### config.mk
export PLATFORM = sky130hd
export DESIGN_NAME = cash_data_bank
export DESIGN_NICKNAME = d
export VERILOG_FILES = /design/src/rtl/cash_data_bank.sv
export SDC_FILE = /design/constraint.sdc
export NUM_CORES = 1
export LEC_CHECK = 0
export BUFFER_PORTS_ARGS = -buffer_cell sky130_fd_sc_hd__buf_4
export CAP_MARGIN = 30
export CORE_UTILIZATION = 60
export DETAILED_ROUTE_END_ITERATION = 10
export MAX_ROUTING_LAYER = met4
export PLACE_DENSITY = 0.86
export SYNTH_ARGS = -nofsm -noshare
export SYNTH_HDL_FRONTEND = slang
export SYNTH_SLANG_ARGS = --single-unit
### constraint.sdc
create_clock -name clk -period 2.8 [get_ports clk]
set_input_delay 0.56 -clock clk [delete_from_list [all_inputs] [get_ports clk]]
set_output_delay 0.56 -clock clk [all_outputs]
set_load 0.01 [all_outputs]
### src/rtl/cash_data_bank.sv
// cash_data_bank: small keyed data store with per-entry valid bits.
//
// Each entry holds a DATA_WIDTH data word and a valid bit. Read, write and
// delete complete in one cycle and return the entry's prior contents one
// cycle after acceptance. Clear-all sweeps the entries one per cycle and
// returns a single response once the last entry has been cleared.
//
// Ports
//   clk        : clock, all state updates on its rising edge
//   reset      : synchronous, active-high reset
//   req_valid  : request present
//   req_ready  : bank can accept a request (idle and not in reset)
//   req_op     : 00 read, 01 write, 10 delete, 11 clear-all
//   req_addr   : entry index (ignored for clear-all)
//   req_data   : write data (ignored for other ops)
//   rsp_valid  : one-cycle response strobe
//   rsp_data   : entry data before the operation (0 if invalid)
//   rsp_hit    : entry was valid before the operation
//   count      : number of valid entries
//   busy       : clear-all sweep in progress
module cash_data_bank #(
    parameter int unsigned  DATA_WIDTH = 32,
    parameter int unsigned  DEPTH      = 16,
    localparam int unsigned ADDR_WIDTH = $clog2(DEPTH)
) (
    input  logic                  clk,
    input  logic                  reset,
    input  logic                  req_valid,
    output logic                  req_ready,
    input  logic [1:0]            req_op,
    input  logic [ADDR_WIDTH-1:0] req_addr,
    input  logic [DATA_WIDTH-1:0] req_data,
    output logic                  rsp_valid,
    output logic [DATA_WIDTH-1:0] rsp_data,
    output logic                  rsp_hit,
    output logic [ADDR_WIDTH:0]   count,
    output logic                  busy
);

    typedef enum logic [1:0] {
        OpRead   = 2'b00,
        OpWrite  = 2'b01,
        OpDelete = 2'b10,
        OpClear  = 2'b11
    } op_e;

    typedef enum logic {
        StIdle  = 1'b0,
        StClear = 1'b1
    } state_e;

    localparam logic [ADDR_WIDTH-1:0] LastIdx = ADDR_WIDTH'(DEPTH - 1);

    // Declaration initialisers give power-up values equal to reset values.
    state_e                state_q = StIdle;
    state_e                state_d;
    logic [ADDR_WIDTH-1:0] idx_q = '0;
    logic [ADDR_WIDTH-1:0] idx_d;
    logic [ADDR_WIDTH:0]   count_q = '0;
    logic [ADDR_WIDTH:0]   count_d;
    logic [DATA_WIDTH-1:0] data_q [DEPTH] = '{default: '0};
    logic [DATA_WIDTH-1:0] data_d [DEPTH];
    logic [DEPTH-1:0]      valid_q = '0;
    logic [DEPTH-1:0]      valid_d;
    logic                  rsp_valid_q = 1'b0;
    logic                  rsp_valid_d;
    logic [DATA_WIDTH-1:0] rsp_data_q = '0;
    logic [DATA_WIDTH-1:0] rsp_data_d;
    logic                  rsp_hit_q = 1'b0;
    logic                  rsp_hit_d;

    logic                  accept;
    logic                  addr_ok;
    logic                  prior_valid;
    logic [DATA_WIDTH-1:0] prior_data;

    assign req_ready = (state_q == StIdle) && !reset;
    assign accept    = req_valid && req_ready;

    // Widen before comparing so non-power-of-two depths are range-checked.
    assign addr_ok     = 32'(req_addr) < DEPTH;
    assign prior_valid = addr_ok && valid_q[req_addr];
    assign prior_data  = prior_valid ? data_q[req_addr] : '0;

    always_comb begin
        state_d     = state_q;
        idx_d       = idx_q;
        count_d     = count_q;
        data_d      = data_q;
        valid_d     = valid_q;
        rsp_valid_d = 1'b0;
        rsp_data_d  = '0;
        rsp_hit_d   = 1'b0;

        unique case (state_q)
            StIdle: begin
                if (accept) begin
                    if (op_e'(req_op) == OpClear) begin
                        state_d = StClear;
                        idx_d   = '0;
                    end else begin
                        rsp_valid_d = 1'b1;
                        rsp_hit_d   = prior_valid;
                        rsp_data_d  = prior_data;
                        if (addr_ok) begin
                            unique case (op_e'(req_op))
                                OpWrite: begin
                                    data_d[req_addr]  = req_data;
                                    valid_d[req_addr] = 1'b1;
                                    if (!prior_valid) count_d = count_q + 1'b1;
                                end
                                OpDelete: begin
                                    data_d[req_addr]  = '0;
                                    valid_d[req_addr] = 1'b0;
                                    if (prior_valid) count_d = count_q - 1'b1;
                                end
                                default: ;  // read: no state change
                            endcase
                        end
                    end
                end
            end
            StClear: begin
                data_d[idx_q]  = '0;
                valid_d[idx_q] = 1'b0;
                if (valid_q[idx_q]) count_d = count_q - 1'b1;
                if (idx_q == LastIdx) begin
                    // Response lands in the first idle cycle, with count at 0.
                    state_d     = StIdle;
                    idx_d       = '0;
                    rsp_valid_d = 1'b1;
                end else begin
                    idx_d = idx_q + 1'b1;
                end
            end
            default: state_d = StIdle;
        endcase
    end

    always_ff @(posedge clk) begin
        if (reset) begin
            state_q     <= StIdle;
            idx_q       <= '0;
            count_q     <= '0;
            data_q      <= '{default: '0};
            valid_q     <= '0;
            rsp_valid_q <= 1'b0;
            rsp_data_q  <= '0;
            rsp_hit_q   <= 1'b0;
        end else begin
            state_q     <= state_d;
            idx_q       <= idx_d;
            count_q     <= count_d;
            data_q      <= data_d;
            valid_q     <= valid_d;
            rsp_valid_q <= rsp_valid_d;
            rsp_data_q  <= rsp_data_d;
            rsp_hit_q   <= rsp_hit_d;
        end
    end

    assign rsp_valid = rsp_valid_q;
    assign rsp_data  = rsp_data_q;
    assign rsp_hit   = rsp_hit_q;
    assign count     = count_q;
    assign busy      = (state_q == StClear);

endmodule

==> impl_summary.log <==
[metrics] violated checks: design-rule violations
[metrics] most frequently used cell type in the post-synthesis netlist: sky130_fd_sc_hd__dfxtp_1
[metrics] Longest Clk Path Bufs: 3
[metrics] die width: 193 um
[metrics] YS warnings: 0
[metrics] FMAX: 0.382 GHz
[metrics] Worst slew margin: 0.302
[metrics] number of iterations in the first detailed-routing pass: 9
[metrics] synthesis-stage register bit count: 572
[metrics] total CTS buffers: 53
[metrics] Critical Path Sink Type: flip-flop
[metrics] fraction of post-synthesis cell area in the top cell type by area: 0.522
[metrics] Synth area leader: sky130_fd_sc_hd__dfxtp_1
[metrics] slew at the pin with the worst max-slew slack: 1050 ps
[metrics] FFs w/ async S/R, synth: 0
[metrics] number of hold-slack violations in the final timing report: 0
[metrics] count of port buffers added during placement: 81
[metrics] maximum number of pins on one net before global-route repair: 48
[metrics] Clk Tree Root Cell: sky130_fd_sc_hd__clkbuf_16
[metrics] critical setup path kind: reg -> reg
[metrics] routed vias/inst: 7.44
[metrics] Antenna Nets Post-Route: 0
[metrics] Final min period: 2620 ps
[metrics] HP Class: in -> reg
[metrics] share of the clock period used by the worst path: 0.934
[metrics] Post-synth EDFFs: 0
[metrics] ports placed on the boundary: 82
[metrics] Chip Height: 193 um
[metrics] Synth top cells by count: sky130_fd_sc_hd__dfxtp_1, sky130_fd_sc_hd__a22o_1, sky130_fd_sc_hd__mux4_2
[metrics] global-route wire length before repair: 101,000 um
[metrics] aggregate global-route resource usage: 0.359
[metrics] Max Cap Viol: 0
[metrics] Main synth FF type: sky130_fd_sc_hd__dfxtp_1
[metrics] Total Routed Length: 65,800 um
[metrics] Netlist cell types: 47
[metrics] Net Count, Synth: 1,755
[metrics] Post-DP HPWL: 37,400 um
[metrics] type of element launching the critical path: flip-flop
[metrics] TritonCTS clock tree: built
[metrics] fraction of final layout cells sized beyond drive strength 1: 0.266
[metrics] Avg Inst Size Synth: 12.9 sq um
[metrics] max-slew violation count: 0
[metrics] Cell Area, Synth: 22,000 sq um
[metrics] mean routed wirelength per cell: 29.7 um
[metrics] first-iteration detailed-routing DRC count: 1,976
[metrics] worst ir drop on vdd: 0.658 mV
[metrics] area enclosed by the die boundary: 37,400 sq um
[metrics] share of the yosys chip area belonging to registers: 0.522
[metrics] number of antenna violations at the first check in global routing: 1
[metrics] post-layout net count: 1,760
[metrics] Final setup viols: 0
[metrics] RSZ-0062 raised after global routing: false
[metrics] routability congestion estimate from global placement: 0.926
[metrics] vias in the first global route: 16.9k
[metrics] # clock sinks: 572
[metrics] vias: 16.5k
[metrics] clock skew: 14.6 ps
[metrics] Floorplan Core Area: 35,800 sq um
[metrics] # rows: 69
[metrics] remaining routing DRC violations: 10
[metrics] number of buffers inserted for hold repair after clock tree synthesis: 0
[metrics] post-layout utilization of the core: 0.711
[metrics] overall overflow remaining after global route: 0
[metrics] highest net fanout along the worst path: 16
[metrics] Setup TNS: 0 ps
[metrics] Mapped Cells: 1,708
[metrics] data required time of the worst path: 3330 ps
[metrics] Worst-Skew Late Latency: 590 ps
[metrics] ranking of synthesized cells by area: sky130_fd_sc_hd__dfxtp_1, sky130_fd_sc_hd__a22o_1, sky130_fd_sc_hd__mux4_2
[metrics] Worst-path clk slew: 60 ps
[metrics] crit path DAT: 3150 ps
[metrics] Cell Pwr Density: 661 nW/um^2
[metrics] run status: finished with violations
[metrics] htree depth: 2
[metrics] P_leak: 9.80 nW
[metrics] Layout area overhead: 16.0%
[metrics] starting density of the core: 0.613
-- final cells by class --
type	count	area [sq um]
timing repair buffer	171	1650
tap	461	577
inverter	11	41.3
clock buffer	74	1510
fill	2160	10400
multi-input combinational	904	9890
clock inverter	23	340
antenna	2	5.00
sequential	572	11500
-- worst paths after layout --
kind                            cells after the start  slack [ps]   startpoint     endpoint
worst min-delay path                                3         300    req_op[0]         busy
worst min register to register                      1         470  data_q[400]  data_q[400]
worst max-delay path                                7         180         busy  data_q[152]
worst max register to register                      7         180         busy  data_q[152]
-- report_power, final --
part,total (mW),switching [mW],internal (mW)
clock,7.64,3.15,4.50
combinational,0.996,0.669,0.327
sequential,8.20,0.0250,8.17
total,16.8,3.84,13.0
-- cells by family after synthesis --
kind of cell,Yosys count,share of synthesized area
multiplexers,171,0.173
flip-flops,572,0.522
AO/OA/AOI/OAI,579,0.226
XOR/XNOR,2,0.000798
adder cells (fa/ha/maj),6,0.00342
AND/OR/NAND/NOR,145,0.0332
buffers and inverters,233,0.0418
-- critical path, cell delays in order, from the launching register on --
cell and delay (ps):
sky130_fd_sc_hd__dfxtp_1 320, sky130_fd_sc_hd__buf_4 190, sky130_fd_sc_hd__nor2_1 160, sky130_fd_sc_hd__nand2_1 100
sky130_fd_sc_hd__nor3_2 430, sky130_fd_sc_hd__nand2_1 390, sky130_fd_sc_hd__nor2_4 710, sky130_fd_sc_hd__a22o_1 240
-- metal layers --
metal / share of wire / global-route usage / up-vias
met5: 0 / - / -
met4: 0.066 / 0.209 / 0
met3: 0.12 / 0.0755 / 369
met2: 0.46 / 0.554 / 1355
met1: 0.36 / 0.439 / 8080
li1: - / - / 6698
-- layout by cell type (no fill, tap or decap), drive strengths merged, types with 12 or more instances in the layout --
cell type  instances
a21o              12
a22o             487
nor2              54
buf              170
nand2             20
nor2b             35
a21oi             12
mux4             166
a22oi             31
dfxtp            572
clkbuf            75
-- timing repair --
action / in CTS / in global routing
buffers inserted: 0 / 0
setup endpoints to repair: 0 / 32
resized for setup: 0 / 1
endpoints found under the hold margin: 0 / 0
-- registers in the layout, indices dropped and copies added, names as in the netlist, named ones only --
| register | count |
|---|---|
| busy | 1 |
| count | 5 |
| data_q | 512 |
| idx_q | 4 |
| rsp_data | 32 |
| rsp_hit | 1 |
| rsp_valid | 1 |
-- per-stage QoR --
stage | hold WS (ps) | total power, mW | instances | area (sq um) | worst slack, ps
global route | 331 | 17.2 | 2217 | 25500 | 60.3
global placement | 451 | 9.29 | 2111 | 23400 | 64.3
detailed placement | 451 | 9.32 | 2115 | 23500 | 9.95
finish | 304 | 16.8 | 2218 | 25500 | 183
floorplan | 437 | 8.93 | 1708 | 22000 | 320
CTS | 283 | 16.8 | 2212 | 25400 | 122
Power figures use the tool's default switching activity.
